--- src/rtl/fifo_pkg.sv ---
`default_nettype none
// ============================================================================
// Module      : fifo_pkg
// Description : Shared sizing constants and types for the FIFO controller.
//               DEPTH is derived from ADDR_W so the two can never disagree.
// Revision    : 1.0 - initial release
// ============================================================================
package fifo_pkg;

    localparam int DATA_W    = 8;
    localparam int ADDR_W    = 6;
    localparam int DEPTH     = 1 << ADDR_W;
    localparam int AF_THRESH = 60;
    localparam int AE_THRESH = 4;

    // Accepted transfers for one cycle; both may be set together.
    typedef struct packed {
        logic wr_acc;
        logic rd_acc;
    } xfer_t;

endpackage : fifo_pkg
`default_nettype wire

--- src/rtl/fifo_ptr.sv ---
`default_nettype none
// ============================================================================
// Module      : fifo_ptr
// Description : Enable-driven ADDR_W-bit pointer with synchronous reset.
//               Wraps from 2^ADDR_W-1 back to 0 by natural truncation.
// Revision    : 1.0 - initial release
// ============================================================================
module fifo_ptr #(
    parameter int ADDR_W = fifo_pkg::ADDR_W
) (
    input  logic              clk,
    input  logic              reset,
    input  logic              en,
    output logic [ADDR_W-1:0] ptr
);

    localparam logic [ADDR_W-1:0] c_ONE = {{(ADDR_W-1){1'b0}}, 1'b1};

    logic [ADDR_W-1:0] r_ptr;

    // Advance one slot per accepted operation; the add overflows back to 0.
    always_ff @(posedge clk) begin
        if (reset) begin
            r_ptr <= '0;
        end else if (en) begin
            r_ptr <= r_ptr + c_ONE;
        end
    end

    assign ptr = r_ptr;

endmodule : fifo_ptr
`default_nettype wire

--- src/rtl/fifo_ctrl.sv ---
`default_nettype none
// ============================================================================
// Module      : fifo_ctrl
// Description : Controller for a FIFO built around an external dual-port
//               memory (port A write, port B registered read). Tracks
//               occupancy, produces flags, sticky error bits and a one-cycle
//               read-data valid strobe aligned with the memory read latency.
// Revision    : 1.0 - initial release
// ============================================================================
module fifo_ctrl #(
    parameter int DATA_W    = fifo_pkg::DATA_W,
    parameter int ADDR_W    = fifo_pkg::ADDR_W,
    parameter int AF_THRESH = fifo_pkg::AF_THRESH,
    parameter int AE_THRESH = fifo_pkg::AE_THRESH
) (
    input  logic              clk,
    input  logic              reset,
    input  logic              push,
    input  logic [DATA_W-1:0] data_in,
    input  logic              pop,
    output logic [DATA_W-1:0] data_out,
    output logic              valid_out,
    output logic              full,
    output logic              empty,
    output logic              almost_full,
    output logic              almost_empty,
    output logic [ADDR_W:0]   count,
    output logic              overflow_err,
    output logic              underflow_err,
    output logic [DATA_W-1:0] mem_data_a,
    output logic [ADDR_W-1:0] mem_addr_a,
    output logic              mem_we_a,
    output logic [ADDR_W-1:0] mem_addr_b,
    output logic              mem_we_b,
    input  logic [DATA_W-1:0] mem_q_b
);

    import fifo_pkg::*;

    // Occupancy constants sized to the count register so compares are exact.
    localparam logic [ADDR_W:0] c_DEPTH = (ADDR_W+1)'(1 << ADDR_W);
    localparam logic [ADDR_W:0] c_AF    = (ADDR_W+1)'(AF_THRESH);
    localparam logic [ADDR_W:0] c_AE    = (ADDR_W+1)'(AE_THRESH);
    localparam logic [ADDR_W:0] c_ONE   = {{ADDR_W{1'b0}}, 1'b1};

    logic [ADDR_W:0]   r_count;
    logic              r_valid;
    logic              r_ovf;
    logic              r_unf;
    logic [ADDR_W-1:0] w_wr_ptr;
    logic [ADDR_W-1:0] w_rd_ptr;
    logic              w_full;
    logic              w_empty;
    xfer_t             w_xfer;

    // Flags come straight from the registered count.
    assign w_full  = (r_count == c_DEPTH);
    assign w_empty = (r_count == '0);

    // Acceptance uses the current count only: no pass-through when full,
    // no bypass when empty, so port A and port B never hit the same word.
    always_comb begin
        w_xfer        = '0;
        w_xfer.wr_acc = push & ~w_full  & ~reset;
        w_xfer.rd_acc = pop  & ~w_empty & ~reset;
    end

    fifo_ptr #(
        .ADDR_W (ADDR_W)
    ) u_wr_ptr (
        .clk   (clk),
        .reset (reset),
        .en    (w_xfer.wr_acc),
        .ptr   (w_wr_ptr)
    );

    fifo_ptr #(
        .ADDR_W (ADDR_W)
    ) u_rd_ptr (
        .clk   (clk),
        .reset (reset),
        .en    (w_xfer.rd_acc),
        .ptr   (w_rd_ptr)
    );

    // Occupancy: +1 on write only, -1 on read only, hold on both or neither.
    always_ff @(posedge clk) begin
        if (reset) begin
            r_count <= '0;
        end else begin
            case ({w_xfer.wr_acc, w_xfer.rd_acc})
                2'b10:   r_count <= r_count + c_ONE;
                2'b01:   r_count <= r_count - c_ONE;
                default: r_count <= r_count;
            endcase
        end
    end

    // Valid strobe trails the accepted read by the memory's one-cycle latency.
    always_ff @(posedge clk) begin
        if (reset) begin
            r_valid <= 1'b0;
        end else begin
            r_valid <= w_xfer.rd_acc;
        end
    end

    // Sticky error bits record any request made against the wrong flag.
    always_ff @(posedge clk) begin
        if (reset) begin
            r_ovf <= 1'b0;
            r_unf <= 1'b0;
        end else begin
            if (push && w_full) begin
                r_ovf <= 1'b1;
            end
            if (pop && w_empty) begin
                r_unf <= 1'b1;
            end
        end
    end

    assign mem_we_a      = w_xfer.wr_acc;
    assign mem_addr_a    = w_wr_ptr;
    assign mem_data_a    = data_in;
    assign mem_addr_b    = w_rd_ptr;
    assign mem_we_b      = 1'b0;

    assign data_out      = mem_q_b;
    assign valid_out     = r_valid;
    assign count         = r_count;
    assign full          = w_full;
    assign empty         = w_empty;
    assign almost_full   = (r_count >= c_AF);
    assign almost_empty  = (r_count <= c_AE);
    assign overflow_err  = r_ovf;
    assign underflow_err = r_unf;

endmodule : fifo_ctrl
`default_nettype wire

--- config.mk ---
export PLATFORM = sky130hd
export DESIGN_NAME = fifo_ctrl
export DESIGN_NICKNAME = d
export VERILOG_FILES = /design/src/rtl/fifo_pkg.sv /design/src/rtl/fifo_ptr.sv /design/src/rtl/fifo_ctrl.sv
export SDC_FILE = /design/constraint.sdc
export NUM_CORES = 1
export LEC_CHECK = 0
export CAP_MARGIN = 20
export CORE_MARGIN = 5
export CORE_UTILIZATION = 38
export CTS_CLUSTER_DIAMETER = 100
export DETAILED_ROUTE_END_ITERATION = 10
export PLACE_DENSITY = 0.81
export SETUP_SLACK_MARGIN = 0.3
export SYNTH_ARGS = -nofsm -noshare
export SYNTH_HDL_FRONTEND = slang
export SYNTH_SLANG_ARGS = --single-unit
--- constraint.sdc ---
create_clock -name clk -period 2.7 [get_ports clk]
set_input_delay 0.27 -clock clk [delete_from_list [all_inputs] [get_ports clk]]
set_output_delay 0.27 -clock clk [all_outputs]
set_load 0.01 [all_outputs]
# Yosys cells after proc, flatten, opt, wreduce, memory -nomap -nowiden
# Index checks and enable logic that the tools add are counted.
# totals
output_inout_bits	44
inputBits	20
elab_cells	27
regBits	22
# classes
magnitude_cmp	2
n_bitwise	7
n_reduce_logical	4
eq_ne	3
mux	1
add_sub_neg	4
# ops
cell	count
case mux 7 bit (2 select lines)	1
adder 6 x 1 -> 6 bit (second input constant)	2
adder 7 x 1 -> 7 bit (second input constant)	1
equality test 7 bit (second input constant)	1
>= comparator 7 x 6 -> 1 bit (second input constant)	1
<= comparator 7 x 3 -> 1 bit (second input constant)	1
logical NOT 7 bit	1
subtractor 7 x 1 -> 7 bit (second input constant)	1
AND 1 bit	4
NOT 1 bit	3
equality test 2 x 1 -> 1 bit (second input constant)	1
equality test 2 bit (second input constant)	1
logical AND 1 bit	2
nonzero test 2 bit	1

# Longest topological paths before layout
# Gate-level depths: netlist of the first run.
# depth
word_depth	6
ltp_mapped	11
ltp_nobuf	10

# Hierarchy
# Synthesis of the first run repeated with hierarchy kept, for this count alone.
# hier_totals
cells_unflattened	145
area_unflattened_um2	1281.2
# by_module_without_submodules
mod	area_each_um2	seq_area_each_um2	cells_each	n_inst
fifo_ctrl	803.3	200.2	97	1
fifo_ptr	239.0	120.1	24	2

# Worst setup path before layout of the first run
# No wires, ideal clock.
# synth_timing
kind	register to register
start	register r_count[0], in the netlist count[0]
end	register r_count[6], in the netlist count[6]
setup_ps	123
period_less_slack_ps	2764
path_stages_with_launch	12
slack_ps	-64
required_ps	2577
arrival_ps	2640
n_path_buf	1
path_cell_list	dfxtp_1 -> nor4_4 -> buf_6 -> a21oi_4 -> inv_2 -> ha_1 -> inv_1 -> fa_1 -> nor2b_1 -> o21a_1 -> o211ai_1 -> mux2_1
# synth_via
elab_chain_cells	6
elab_cells_between_ends	14
classes_between	add/sub (2); eq/ne (3); mux (1); bitwise (6); reduce/logical (2)
# synth_rtl
element	line	source
start: declaration	fifo_ctrl.sv:46	logic [ADDR_W:0] r_count;
start signal: assignment	fifo_ctrl.sv:92	2'b10: r_count <= r_count + c_ONE;
start signal: assignment	fifo_ctrl.sv:93	2'b01: r_count <= r_count - c_ONE;
start signal: assignment	fifo_ctrl.sv:94	default: r_count <= r_count;
equality test 7 bit *	fifo_ctrl.sv:57	assign w_full = (r_count == c_DEPTH);
NOT 1 bit *	fifo_ctrl.sv:64	w_xfer.wr_acc = push & ~w_full & ~reset;
AND 1 bit * (2 in a row)	fifo_ctrl.sv:64	
named net mem_we_a	fifo_ctrl.sv:32	output logic mem_we_a,
equality test 2 x 1 -> 1 bit / equality test 2 bit (equally long branches)	fifo_ctrl.sv:91	case ({w_xfer.wr_acc, w_xfer.rd_acc})
case mux 7 bit (2 select lines) / nonzero test 2 bit (equally long branches)	-	
# The timed path passes the listed nets; every way through them passes the cells marked *.
# A chain may end at the register's enable or synchronous reset.

# Final worst setup path of the first run
# layout_timing
start	register r_count[0], in the netlist count[0]
end	register r_count[6], in the netlist count[6]
# layout_via
elab_chain_cells	6
elab_cells_between_ends	14
classes_between	add/sub (2); eq/ne (3); mux (1); bitwise (6); reduce/logical (2)
# layout_rtl
element	line
equality test 7 bit / logical NOT 7 bit (equally long branches)	fifo_ctrl.sv:57, fifo_ctrl.sv:58
NOT 1 bit, on equally long branches	fifo_ctrl.sv:64, fifo_ctrl.sv:65
AND 1 bit, on equally long branches (2 in a row)	fifo_ctrl.sv:64, fifo_ctrl.sv:65
equality test 2 x 1 -> 1 bit / equality test 2 bit (equally long branches)	fifo_ctrl.sv:91
case mux 7 bit (2 select lines) / nonzero test 2 bit (equally long branches)	-
# Parallel ways exist; a longest one is shown, timed or not.

==> impl_metrics.env, run 1 <==
export IMPL_status="finished clean"
export IMPL_grt_max_degree=17
export IMPL_max_freq_mhz=416
export IMPL_cts_tree="built"
export IMPL_synth_xor_area_frac=0.0735
export IMPL_synth_warning_count=0
export IMPL_synth_cell_area_um2=1430
export IMPL_seq_area_frac_synth=0.308
export IMPL_fin_crit_ns=2.40
export IMPL_io_pins=64
export IMPL_critical_path_arrival_ns=2.56
export IMPL_drive_gt1_frac=0.244
export IMPL_gp_congestion=0.956
export IMPL_fp_dieH_um=71.3
export IMPL_p_leak_nw=0.716
export IMPL_clock_path_buffers=2
export IMPL_async_flop_share=0
export IMPL_synth_avg_cell_area_um2=8.94
export IMPL_start_kind="flip-flop"
export IMPL_synth_top_family_by_area="simple AND/OR/NAND/NOR gates"
export IMPL_numCtsBuffers=3
export IMPL_drt_wirelength_per_cell_um=14.3
export IMPL_layout_commonest_cell="clkdlybuf4s50_1"
export IMPL_timing_final_ws_setup_ns=0.295
export IMPL_critPathRequiredTime_ns=2.85
export IMPL_first_pass_iters=4
export IMPL_fin_crit_sh=0.891
export IMPL_start_util=0.391
export IMPL_hold_violations=0
export IMPL_via_per_inst=5.01
export IMPL_synthFlopType="dfxtp_1"
export IMPL_cp_max_fo=7
export IMPL_overflow=0
export IMPL_drv_slew=0
export IMPL_end_kind="flip-flop"
export IMPL_postCtsHoldBufs=0
export IMPL_cts_sinks=22
export IMPL_fp_coreArea_um2=3660
export IMPL_maxCapViolCount=0
export IMPL_multi_input_area_um2=857
export IMPL_path_clk_slew_ns=0.08
export IMPL_synth_simple_gate_area_frac=0.200
export IMPL_syn_num_nets=189
export IMPL_area_delta_synth_final_pct=33.5
export IMPL_synth_compound_area_frac=0.192
export IMPL_antenna_found_initial=0
export IMPL_drtAntennaViolNets=0
export IMPL_synth_edf_count=0
export IMPL_dp_cells=231
export IMPL_grt_pass1_wl_um=5530
export IMPL_num_vias=1208
export IMPL_layout_cells_non_filler=241
export IMPL_diodes=0
export IMPL_rsz0062_at_grt="true"
export IMPL_seq_area_um2=452
export IMPL_cts_root_buf="clkbuf_8"
export IMPL_fin_nets=223
export IMPL_dp_slack_ns=-0.0369
export IMPL_fin_skew_ns=0.00230
export IMPL_nFillCells=345
export IMPL_grt_pass1_vias=1216
export IMPL_port_buffer_count=30
export IMPL_path_class="flip-flop to flip-flop"
export IMPL_power_density_nw_per_um2=581
export IMPL_fp_row_count=22
export IMPL_p_total_mw=1.11
export IMPL_grt_usage=0.134
export IMPL_clk_insertion_delay_late_ns=0.26
export IMPL_yosys_register_bits=22
export IMPL_drt_initial_drc_count=50
export IMPL_drc=0
export IMPL_postLayoutCoreUtil=0.522
export IMPL_synthCells=160
export IMPL_peakVddDrop_mv=0.340
export IMPL_setup_viol=0
export IMPL_finalSetupTns_ns=0
export IMPL_hp_class="flip-flop to flip-flop"
export IMPL_synthAdderAreaFrac=0.0840
export IMPL_final_cell_mix="clkdlybuf4s50_1 (29), buf_4 (21), nor2_1 (20), dfxtp_1 (17)"
export IMPL_dieWidth_um=71.3
export IMPL_synthMuxAreaShare=0.00787
export IMPL_synth_cell_types=45
export IMPL_dp_hpwl_um=2520
export IMPL_h_tree_depth=1
export IMPL_fp_dieArea_um2=5090
export IMPL_totalWireLength_um=3440
-- final cells by class --
class	count	area share
sequential	22	0.237
clock buffer	4	0.0288
inverter	7	0.0151
timing repair buffer	51	0.239
multi-input combinational	109	0.449
tap	48	0.0315
-- per-stage QoR --
step | hold slack [ns] | instance area, µm²
after global routing | 0.511 | 1910
after floorplan | 0.411 | 1450
after detailed placement | 0.461 | 1760
after global placement | 0.454 | 1760
final | 0.472 | 1910
after CTS | 0.480 | 1860
-- path summary, 6_finish.rpt --
path / endpoint / startpoint / slack, ns / cells past startpoint
worst max-delay path: count[6]$_SDFFE_PP0P_ / count[0]$_SDFFE_PP0P_ / 0.30 / 11
worst min-delay path: underflow_err$_SDFFE_PP0P_ / underflow_err$_SDFFE_PP0P_ / 0.47 / 2
worst max register to register: count[6]$_SDFFE_PP0P_ / count[0]$_SDFFE_PP0P_ / 0.30 / 11
worst min register to register: underflow_err$_SDFFE_PP0P_ / underflow_err$_SDFFE_PP0P_ / 0.47 / 2
-- cell usage after synthesis (3+ instances only) --
library cell / number / area, µm²
dfxtp_1: 22 / 440
a211oi_1: 4 / 30.0
xnor2_1: 10 / 87.6
nand3_1: 4 / 20.0
inv_1: 6 / 22.5
buf_4: 17 / 128
a21oi_1: 8 / 40.0
a2111oi_2: 3 / 45.0
nand2_1: 10 / 37.5
nor2_1: 20 / 75.1
ha_1: 8 / 100
nor2b_1: 3 / 18.8
clkbuf_1: 3 / 11.3
-- cell families after synthesis --
logic type	count (synthesis)
and+or+nand+nor	53
AOI/OAI and AO/OA	33
buffers and inverters	29
DFF	22
xor gates and xnor gates	12
adders and majority gates	9
other	1
muxes	1
-- critical path, cell delays in order, from the launching register on --
cell and delay [ns]:
dfxtp_2 0.34, nor4_4 0.25, buf_4 0.19, a21oi_4 0.07, inv_2 0.07, ha_4 0.19, inv_4 0.05, fa_2 0.38
nor2b_4 0.15, o21a_1 0.17, o211ai_1 0.10, mux2_1 0.32
-- sequential cells by signal, summed over array words and instances (netlist names) --
signal         count
count              7
overflow_err       1
u_rd_ptr.ptr       6
u_wr_ptr.ptr       6
underflow_err      1
valid_out          1
-- report_power, final --
group / switching (mW) / total (mW) / internal (mW)
combinational: 0.239 / 0.484 / 0.245
sequential: 0.0341 / 0.390 / 0.356
clock: 0.106 / 0.236 / 0.130
-- routing by layer --
metal,global-route usage,vias up,routed length (µm)
met4,0.0397,0,69
met3,0.0449,8,232
met2,0.221,36,1630
met1,0.164,554,1510
met5,0,-,0
li1,-,610,-
-- timing repair --
item / in CTS / in global routing
pin swaps: 2 / 7
endpoints found under the setup margin: 1 / 1
cloned: 0 / 0
resized for setup: 6 / 8
setup buffers: 2 / 4
hold endpoints to repair: 0 / 0
(Power assumes the default switching activity.)
==> run 2: changes to the inputs <==
- SETUP_SLACK_MARGIN: 0.3 -> unset
==> impl_metrics.env, run 2 (synthesized netlist as in run 1, its figures left out) <==
export IMPL_status="finished clean"
export IMPL_max_freq_mhz=405
export IMPL_p_leak_nw=0.703
export IMPL_overflow=0
export IMPL_layout_commonest_cell="clkdlybuf4s50_1"
export IMPL_final_cell_mix="clkdlybuf4s50_1 (30), dfxtp_1 (22), buf_4 (22), nor2_1 (20)"
export IMPL_p_sw_frac=0.339
export IMPL_drv_slew=0
export IMPL_clock_path_buffers=2
export IMPL_fin_crit_sh=0.915
export IMPL_start_util=0.391
export IMPL_dp_hpwl_um=2490
export IMPL_fp_dieH_um=71.3
export IMPL_drive_gt1_frac=0.192
export IMPL_finalSetupTns_ns=0
export IMPL_grt_pass1_wl_um=5250
export IMPL_h_tree_depth=1
export IMPL_clk_insertion_delay_late_ns=0.25
export IMPL_hold_violations=0
export IMPL_end_kind="flip-flop"
export IMPL_critPathRequiredTime_ns=2.85
export IMPL_area_delta_synth_final_pct=28.7
export IMPL_sequentialPowerShare=0.362
export IMPL_gp_congestion=0.883
export IMPL_via_per_inst=4.99
export IMPL_start_kind="flip-flop"
export IMPL_antenna_found_initial=0
export IMPL_cts_sinks=22
export IMPL_fp_coreArea_um2=3660
export IMPL_grt_pass1_vias=1178
export IMPL_cts_root_buf="clkbuf_8"
export IMPL_fp_dieArea_um2=5090
export IMPL_worst_r2r_setup_slack_ns=0.23
export IMPL_path_class="flip-flop to flip-flop"
export IMPL_totalWireLength_um=3120
export IMPL_p_total_mw=1.05
export IMPL_fin_nets=224
export IMPL_hp_class="flip-flop to flip-flop"
export IMPL_cts_tree="built"
export IMPL_path_clk_slew_ns=0.07
export IMPL_clkPwrFrac=0.187
export IMPL_drc=0
export IMPL_setup_viol=0
export IMPL_power_density_nw_per_um2=570
export IMPL_critical_path_arrival_ns=2.62
export IMPL_io_pins=64
export IMPL_combPwrFrac=0.451
export IMPL_cp_max_fo=6
export IMPL_p_switching_mw=0.356
export IMPL_post_cts_buffers=0
export IMPL_grt_usage=0.124
export IMPL_grt_max_degree=16
export IMPL_largest_register_ff_count=7
export IMPL_rsz0062_at_grt="false"
export IMPL_postCtsHoldBufs=0
export IMPL_drt_wirelength_per_cell_um=13.0
export IMPL_maxCapViolCount=0
export IMPL_p_int_mw=0.693
export IMPL_peakVddDrop_mv=0.409
export IMPL_drtAntennaViolNets=0
export IMPL_first_pass_iters=4
export IMPL_fin_crit_ns=2.47
export IMPL_diodes=0
export IMPL_cts_resized=0
export IMPL_fp_row_count=22
export IMPL_drt_initial_drc_count=53
export IMPL_num_vias=1203
export IMPL_dieWidth_um=71.3
export IMPL_numCtsBuffers=3
export IMPL_fin_skew_ns=0.00231
export IMPL_port_buffer_count=30
## run 2: changes by cell type in the layout (fill, tap and decap cells not counted), moves of 2 or more
cell	before	now
dfxtp_4	2	0
dfxtp_1	17	22
dfxtp_2	3	0
ha_4	2	0
## run 2: power groups by stage
stage / clock network, mW / registers [mW] / logic [mW]
after global routing: 0.216 / 0.385 / 0.521
after floorplan: 0 / 0.407 / 0.267
after global placement: 0 / 0.387 / 0.449
final: 0.196 / 0.380 / 0.473
after detailed placement: 0 / 0.388 / 0.460
after CTS: 0.205 / 0.380 / 0.462
## run 2: area by class of cell
| type | count | area, µm² |
|---|---|---|
| inverter | 7 | 26.3 |
| timing repair buffer | 52 | 465 |
| fill | 351 | 1820 |
| multi-input combinational | 109 | 807 |
| sequential | 22 | 440 |
| tap | 48 | 60.1 |
| clock buffer | 3 | 41.3 |
## run 2: routing by layer
layer | global-route usage | vias to the layer above | part of all wire
li1 | - | 611 | -
met1 | 0.155 | 567 | 0.46
met2 | 0.210 | 23 | 0.48
met3 | 0.0421 | 2 | 0.054
met4 | 0.0209 | 0 | 0.0029
met5 | 0 | - | 0
## run 2: per-stage QoR
stage | cell area (µm²) | std cells | worst slack [ns] | hold WS (ns) | utilization
after global routing | 1840 | 241 | 0.0526 | 0.534 | 0.503
final | 1840 | 241 | 0.229 | 0.480 | 0.503
after detailed placement | 1790 | 237 | 0.00495 | 0.468 | 0.489
after CTS | 1830 | 240 | 0.170 | 0.484 | 0.501
after floorplan | 1440 | 160 | 0.0350 | 0.411 | -
after global placement | 1790 | 237 | 0.0842 | 0.450 | 0.489
## run 2: final timing paths
kind	from	depth (start not counted)	end
worst max-delay path	count[0]$_SDFFE_PP0P_	11	count[6]$_SDFFE_PP0P_
worst min-delay path	underflow_err$_SDFFE_PP0P_	2	underflow_err$_SDFFE_PP0P_
worst max register to register	count[0]$_SDFFE_PP0P_	11	count[6]$_SDFFE_PP0P_
worst min register to register	underflow_err$_SDFFE_PP0P_	2	underflow_err$_SDFFE_PP0P_
## run 2: worst max-delay path: stages, from the launching register on
cell,delay (ns)
dfxtp_1,0.34
nor4_4,0.26
buf_4,0.18
a21oi_4,0.06
inv_2,0.05
ha_2,0.24
inv_1,0.09
fa_1,0.39
nor2b_2,0.18
o21a_1,0.15
o211ai_1,0.11
mux2_1,0.32
==> run 3: changes to the inputs <==
- CORE_UTILIZATION: 38 -> 39
- CTS_BUF_LIST: unset -> sky130_fd_sc_hd__clkbuf_4
- PLACE_DENSITY: 0.81 -> 0.83
==> impl_metrics.env, run 3 (synthesized netlist as in run 1, its figures left out) <==
export IMPL_power_density_nw_per_um2=561
export IMPL_num_vias=1189
export IMPL_path_clk_slew_ns=0.12
export IMPL_dieWidth_um=70.6
export IMPL_drive_gt1_frac=0.200
export IMPL_drt_wirelength_per_cell_um=12.3
export IMPL_via_per_inst=4.89
export IMPL_clock_path_buffers=2
export IMPL_fp_dieH_um=70.6
export IMPL_drtAntennaViolNets=0
export IMPL_fin_nets=226
export IMPL_rsz0062_at_grt="false"
export IMPL_h_tree_depth=1
export IMPL_start_util=0.397
export IMPL_numCtsBuffers=3
export IMPL_end_kind="flip-flop"
export IMPL_postLayoutCoreUtil=0.509
export IMPL_setup_viol=0
export IMPL_reg2reg_depth=11
export IMPL_postCtsHoldBufs=0
export IMPL_area_delta_synth_final_pct=28.4
export IMPL_whs_path_depth=2
export IMPL_drv_slew=0
export IMPL_critPathRequiredTime_ns=2.91
export IMPL_final_cell_mix="clkdlybuf4s50_1 (30), buf_4 (24), dfxtp_1 (22), nor2_1 (20)"
export IMPL_path_cells="nor4_4 -> buf_4 -> buf_4 -> a21oi_2 -> ha_2 -> inv_1 -> fa_1 -> nor2b_2 -> o21a_1 -> o211ai_1 -> mux2_1"
export IMPL_layout_cells_non_filler=243
export IMPL_dp_hpwl_um=2380
export IMPL_placed_area_um2=1790
export IMPL_slowest_stage="dfxtp_1"
export IMPL_fp_row_count=22
export IMPL_cts_resized=0
export IMPL_finalSetupTns_ns=0
export IMPL_largest_register_ff_count=7
export IMPL_cp_max_fo=9
export IMPL_dp_slack_ns=-0.0588
export IMPL_crit_top_cell="buf_4"
export IMPL_peakVddDrop_mv=0.346
export IMPL_cts_sinks=22
export IMPL_stdcell_area_um2=1840
export IMPL_p_leak_nw=0.703
export IMPL_critical_path_max_stage_delay_ns=0.40
export IMPL_status="finished clean"
export IMPL_dp_cells=237
export IMPL_first_pass_iters=4
export IMPL_overflow=0
export IMPL_max_freq_mhz=396
export IMPL_hold_violations=0
export IMPL_grt_pass1_vias=1103
export IMPL_start_kind="flip-flop"
export IMPL_cts_tree="built"
export IMPL_maxCapViolCount=0
export IMPL_timing_final_ws_setup_ns=0.172
export IMPL_path_class="flip-flop to flip-flop"
export IMPL_fin_crit_sh=0.936
export IMPL_layout_commonest_cell="clkdlybuf4s50_1"
export IMPL_io_pins=64
export IMPL_hp_class="flip-flop to flip-flop"
export IMPL_fin_crit_ns=2.53
export IMPL_clk_insertion_delay_late_ns=0.31
export IMPL_diodes=0
export IMPL_fin_skew_ns=0.00718
export IMPL_gp_congestion=0.969
export IMPL_cts_root_buf="clkbuf_4"
export IMPL_drt_initial_drc_count=39
export IMPL_grt_pass1_wl_um=4800
export IMPL_antenna_found_initial=0
export IMPL_fp_dieArea_um2=4980
export IMPL_totalWireLength_um=3000
export IMPL_nFillCells=345
export IMPL_port_buffer_count=30
export IMPL_critical_path_arrival_ns=2.74
export IMPL_grt_max_degree=14
export IMPL_worst_r2r_setup_slack_ns=0.17
export IMPL_grt_usage=0.118
export IMPL_drc=0
export IMPL_fp_coreArea_um2=3610
run 3: timing repair:
action | CTS | global route
hold endpoints to repair | 0 | 0
buffers inserted | 0 | 3
setup endpoints to repair | 0 | 1
run 3: area by class of cell:
type                       count  area [µm²]  area share
clock buffer                   3        22.5      0.0123
inverter                       7        26.3      0.0143
multi-input combinational    109         807       0.439
sequential                    22         440       0.240
tap                           48        60.1      0.0327
timing repair buffer          54         480       0.262
run 3: worst paths after layout:
check                              from                    endpoint
max reg2reg       count[0]$_SDFFE_PP0P_       count[6]$_SDFFE_PP0P_
min          underflow_err$_SDFFE_PP0P_  underflow_err$_SDFFE_PP0P_
min reg2reg  underflow_err$_SDFFE_PP0P_  underflow_err$_SDFFE_PP0P_
max               count[0]$_SDFFE_PP0P_       count[6]$_SDFFE_PP0P_
run 3: critical path: cells and delay by family, from the launching register on:
| family | cells | cell delay [ns] |
|---|---|---|
| fa+ha+maj | 2 | 0.70 |
| flops | 1 | 0.40 |
| mux | 1 | 0.32 |
| buf+inv | 3 | 0.39 |
| compound gates | 3 | 0.39 |
| simple gates | 2 | 0.24 |
run 3: per-stage QoR:
step | total power [mW] | hold WS, ns
2_1_floorplan | 0.674 | 0.411
3_3_place_gp | 0.842 | 0.450
3_5_place_dp | 0.853 | 0.467
4_1_cts | 1.00 | 0.496
5_1_grt | 1.10 | 0.526
6_report | 1.03 | 0.491
run 3: metal layers:
layer | wire length (µm) | vias to the layer above | track usage | part of all wire
li1 | - | 615 | - | -
met2 | 1450 | 28 | 0.204 | 0.48
met5 | 0 | - | 0 | 0
met4 | 25 | 0 | 0.0292 | 0.0083
met1 | 1370 | 542 | 0.140 | 0.46
met3 | 150 | 4 | 0.0412 | 0.050
run 3: power breakdown:
part           leakage [nW]  switching [mW]  internal (mW)
clock network        0.0138          0.0970         0.0522
logic                 0.511           0.236          0.265
registers             0.178          0.0276          0.353
total                 0.703           0.360          0.671
==> RTL edit 1 (config.mk and constraints of run 3) <==
`ADDR_W`: 6 -> 8.
--- a/src/rtl/fifo_pkg.sv
+++ b/src/rtl/fifo_pkg.sv
@@ -8,7 +8,7 @@
 package fifo_pkg;
 
     localparam int DATA_W    = 8;
-    localparam int ADDR_W    = 6;
+    localparam int ADDR_W    = 8;
     localparam int DEPTH     = 1 << ADDR_W;
     localparam int AF_THRESH = 60;
     localparam int AE_THRESH = 4;
Ports: changed (resized count, mem_addr_a and mem_addr_b); port bits go from 64 to 70. The function was not compared with the original's and may differ.
==> RTL edit 1 against run 3 <==
- the run now ends with setup timing left
- worst setup slack got worse by 460 ps
- area after synthesis up 19%
- total power grew 32%
- design area up 37%
- sequential share of layout area fell by 1.5 points
- sequential cell count is 6 higher
- core utilization increased by 7.5 points
- wire length rose by 68%
- critical endpoint is now count[8]
- largest power group unchanged
- highest routed layer unchanged
==> RTL edit 1: results (changes against run 3) <==
[setup_path]
critPathMaxStageDelay_ps = 570  ; +170 ps
cpMaxStageDelayCell = or4_4
cp.arrival_ps = 3220  ; +480 ps
critPathMaxFanout = 6  ; -3
crit_family = simple AND/OR/NAND/NOR gates

[synth]
yosys-top-cells-area = dfxtp_1 33%, buf_4 7.5%, ha_1 7.4%
ys_types = 36  ; -20%
synth.net_count = 242  ; +28%
syn_avg_cell_area_um2 = 8.04  ; -10%
ys_seq_area_share_pct = 33.0  ; +2.2 points
synthTopCellsByCount = 30 x nor2_1, 28 x dfxtp_1, 17 x buf_4, 14 x a21oi_1, 13 x inv_1

[global_route]
gr-usage-all-layers_pct = 15.5  ; +3.7 points
grt_max_degree = 19  ; +5
antenna_found_initial = 0  ; unchanged
grt_pass1_wl_mm = 7.85  ; +64%
grt_pass1_vias = 1734  ; +57%

[timing]
layout_setup_ws_ps = -288  ; -460 ps
worst_pin_slew_ps = 542
finalClockSkew_ps = 5.75  ; -1.44 ps
setup_viol = 7  ; +7
fin_hold_ws_ps = 495  ; +4.93 ps
fin_tns_setup_ps = -1270  ; -1270 ps

[finish]
largest_reg_flops = 9  ; +2
fin_cells = 319  ; +31%
nets = 299  ; +32%
final.fill_count = 375  ; +8.7%
drive_above_1_share_pct = 29.2  ; +9.2 points
diodes = 0  ; unchanged
multiInputGateArea_um2 = 1130  ; +40%

[drt]
viasPerCell = 5.40  ; +10%
drtIter0Drc = 148  ; +280%
totalWireLength_mm = 5.02  ; +68%

[placed_design]
port_buffers = 36  ; +20%
preCtsSetupSlack_ps = -345  ; -286 ps
finalWeightedCongestion = 0.885  ; -8.6%
dp_cells = 305  ; +29%
hpwl_mm = 3.46  ; +46%
placed_area_um2 = 2240  ; +25%

[power]
ir_drop_v = 0.000406  ; +17%

[outcome]
status = finished, violations left
violations = setup timing

[flow_run]
maxCapViolCount = 0  ; unchanged

[clock_tree]
path_clk_slew_ps = 150  ; +30 ps

==> RTL edit 1: cell count changes in the layout (fill, tap and decap cells not counted), sizes merged, moves of 4 or more <==
| cell | delta |
|---|---|
| buf | +17 |
| nor2 | +10 |
| o21ai | +8 |
| dfxtp | +6 |
| inv | +6 |
| or3 | +6 |
| clkdlybuf4s50 | +5 |
| nand3 | +5 |
| a2111oi | -4 |
| a21oi | +4 |
| nor3 | +4 |
==> RTL edit 1: logic make-up (layout without fill, tap and decap cells) <==
kind of cell / Yosys count / after routing / share of synthesized area [%]
mux: 4 / 4 / 2.43
xor+xnor: 11 / 11 / 5.68
fa+ha+maj: 11 / 11 / 8.55
other cells: 1 / 1 / 0.221
compound gates: 35 / 35 / 13.3
flops: 28 / 28 / 33.0
simple gates: 83 / 83 / 24.4
buf+inv: 38 / 94 / 12.3
==> RTL edit 1: routing by layer <==
metal  routed length (µm)  share of wire, %  global-route usage, %  vias to the layer above
li1                     -                 -                      -                      818
met1                 1940                39                   18.7                      806
met2                 2500                50                   27.6                       80
met3                  417               8.3                   3.55                       18
met4                  157               3.1                   3.74                        0
met5                    0                 0                      0                        -
==> RTL edit 1: area by class of cell <==
cell class	count	area share (%)
multi-input combinational	145	44.9
timing repair buffer	77	27.0
sequential	28	22.5
tap	52	2.59
inverter	13	1.95
clock buffer	3	0.898
clock inverter	1	0.150
==> RTL edit 1: power by group <==
group / total, mW / switching [mW] / internal [mW]
registers: 0.480 / 0.0299 / 0.450
logic: 0.709 / 0.343 / 0.366
clock network: 0.174 / 0.120 / 0.0542
total: 1.36 / 0.493 / 0.870
==> RTL edit 1: final timing paths <==
| path | start | to | cells past startpoint |
|---|---|---|---|
| worst max-delay path | count[3] | count[8] | 11 |
| worst min register to register | underflow_err | underflow_err | 2 |
| worst min-delay path | underflow_err | underflow_err | 2 |
| worst max register to register | count[3] | count[8] | 11 |
==> RTL edit 1: repair_timing <==
action / CTS / global route
pin swaps: 7 / 10
endpoints found under the setup margin: 8 / 8
hold buffers: 0 / 0
resized for setup: 15 / 17
buffers inserted: 4 / 6
==> RTL edit 1: worst register-to-register path, stage by stage (launching register included) <==
cell and delay (ps):
dfxtp_2 340, or4_4 570, o41ai_4 250, nand2b_4 200, ha_4 190, buf_6 120
ha_2 290, o211ai_1 180, a21oi_4 70, o21ai_2 130, mux2i_1 210, mux2_2 350
==> RTL edit 2 (settings of run 3) <==
Without the edit above. Put one more register stage on the output `count`, with the module's reset. The value now appears one clock later. The other outputs are not delayed to match. Comments in the files are not updated.
--- a/src/rtl/fifo_ctrl.sv
+++ b/src/rtl/fifo_ctrl.sv
@@ -128,7 +128,13 @@
 
     assign data_out      = mem_q_b;
     assign valid_out     = r_valid;
-    assign count         = r_count;
+    always_ff @(posedge clk) begin
+        if (reset) begin
+            count <= '0;
+        end else begin
+            count <= r_count;
+        end
+    end
     assign full          = w_full;
     assign empty         = w_empty;
     assign almost_full   = (r_count >= c_AF);
Behaviour: not the same (a bounded check fails within 4 cycles, from zero or initial values and one cycle with reset high).
==> RTL edit 2 against run 3 <==
- total power up 48%
- design area up 6.9%
- first-iteration DRC count unchanged
- worst setup slack better by 55 ps
- area after synthesis up 8.4%
- sequential share of layout area up 5.7 points
- combinational power up 46%
- wire length down 2.3%
- sequential cell count up 7
- count of clock-buffer cells in the layout up 3
- clock power up 68%
- clock skew down 1.1 ps
- sequential power up 43%
==> RTL edit 2: results (changes against run 3) <==
[setup_path]
critPathMaxFanout = 7  ; -2
critPathMaxStageDelay_ps = 340  ; -60 ps
cp.arrival_ps = 2710  ; -30 ps
r2r_slack_ps = 230  ; +50 ps

[placed_design]
finalWeightedCongestion = 0.823  ; -15%
hpwl_mm = 2.23  ; -6.1%
placed_area_um2 = 1870  ; +4.5%

[drt]
vias = 1229  ; +3.4%
totalWireLength_mm = 2.93  ; -2.3%

[synth]
synth_compound_area_share_pct = 12.1  ; -7.1 points
muxShareOfSynthArea_pct = 1.29  ; +0.50 points
synth-adder-area-share_pct = 7.75  ; -0.65 points
ys_types = 36  ; -20%
synth.net_count = 203  ; +7.4%
yosys-top-cells-area = dfxtp_1 37%, buf_4 8.2%, ha_1 6.5%
ys_seq_area_share_pct = 37.4  ; +6.7 points

[clock_tree]
cts_htree_levels = 2  ; +1
path_clk_slew_ps = 90  ; -30 ps

[power]
p_per_area_nw_per_um2 = 776  ; +38%
switching_power_uw = 525  ; +46%

[finish]
drive_above_1_share_pct = 17.9  ; -2.1 points
nets = 235  ; +4.0%
final.fill_count = 382  ; +11%

[timing]
finalClockSkew_ps = 6.08  ; -1.10 ps

[global_route]
grt_pass1_wl_mm = 4.85  ; +1.0%
grt_pass1_vias = 1088  ; -1.4%
grt_max_degree = 25  ; +11

[outcome]
status = finished, final reports clean

[RTL edit 2: cell types whose count changed after synthesis, sizes merged, moves of 6 or more]
cell and delta:
nor2b +7, xnor2 -6, dfxtp +7, xor2 +8
[RTL edit 2: worst reg2reg max path, cell delays in order (launching register included)]
cell and delay (ps):
dfxtp_1 340, nor4_4 270, buf_4 180, a21boi_2 60, nor2b_1 170, ha_4 190
buf_4 170, ha_1 280, and2_1 150, a221oi_1 250, a21oi_1 100, a211oi_1 210
[RTL edit 2: through the flow]
stage	cells	hold WS [ps]	setup TNS, ps	setup slack (ps)	power (mW)
2_1_floorplan	174	411	0	46.8	0.966
3_3_place_gp	247	453	0	73.1	1.22
3_5_place_dp	247	460	-27.2	-27.2	1.23
4_1_cts	255	480	0	2.68	1.49
5_1_grt	257	500	-5.07	-5.07	1.63
6_report	257	476	0	227	1.52
[RTL edit 2: timing repair]
item / 4_1_cts / 5_1_grt
setup buffers: 0 / 2
resized for setup: 0 / 6
endpoints found under the setup margin: 0 / 4
[RTL edit 2: cell type report]
type,count,area share [%]
clock inverters,2,0.510
flip-flops and latches,29,29.7
clock buffers,6,2.29
repair buffers,47,21.8
inverters,6,1.15
multi-input cells,117,41.4
well taps,50,3.19
[RTL edit 2: logic make-up (layout without fill, tap and decap cells)]
kind of cell / Yosys count / in the layout
AOI/OAI and AO/OA: 26 / 26
DFF: 29 / 29
other: 1 / 1
muxes: 2 / 2
xor gates and xnor gates: 14 / 14
buffers and inverters: 28 / 61
adders and majority gates: 9 / 9
and+or+nand+nor: 65 / 65
[RTL edit 2: final timing paths]
check / start / to / cells past startpoint
setup / recovery: r_count[0] / r_count[6] / 11
hold reg to reg: overflow_err / overflow_err / 2
hold / removal: overflow_err / overflow_err / 2
setup reg to reg: r_count[0] / r_count[6] / 11
[RTL edit 2: metal layers]
metal  vias to the layer above  share of wire, %  track usage (%)
met3                        13               6.0             3.17
met5                         -                 0                0
met4                         0               3.1             8.40
met2                        27                49             18.8
li1                        631                 -                -
met1                       558                42             13.9
[RTL edit 2: power groups by stage]
stage	sequential (mW)	clock (mW)	combinational (mW)
final	0.543	0.250	0.731
after global routing	0.555	0.281	0.796
after CTS	0.542	0.260	0.687
after detailed placement	0.551	0	0.682
after global placement	0.551	0	0.668
after floorplan	0.568	0	0.397
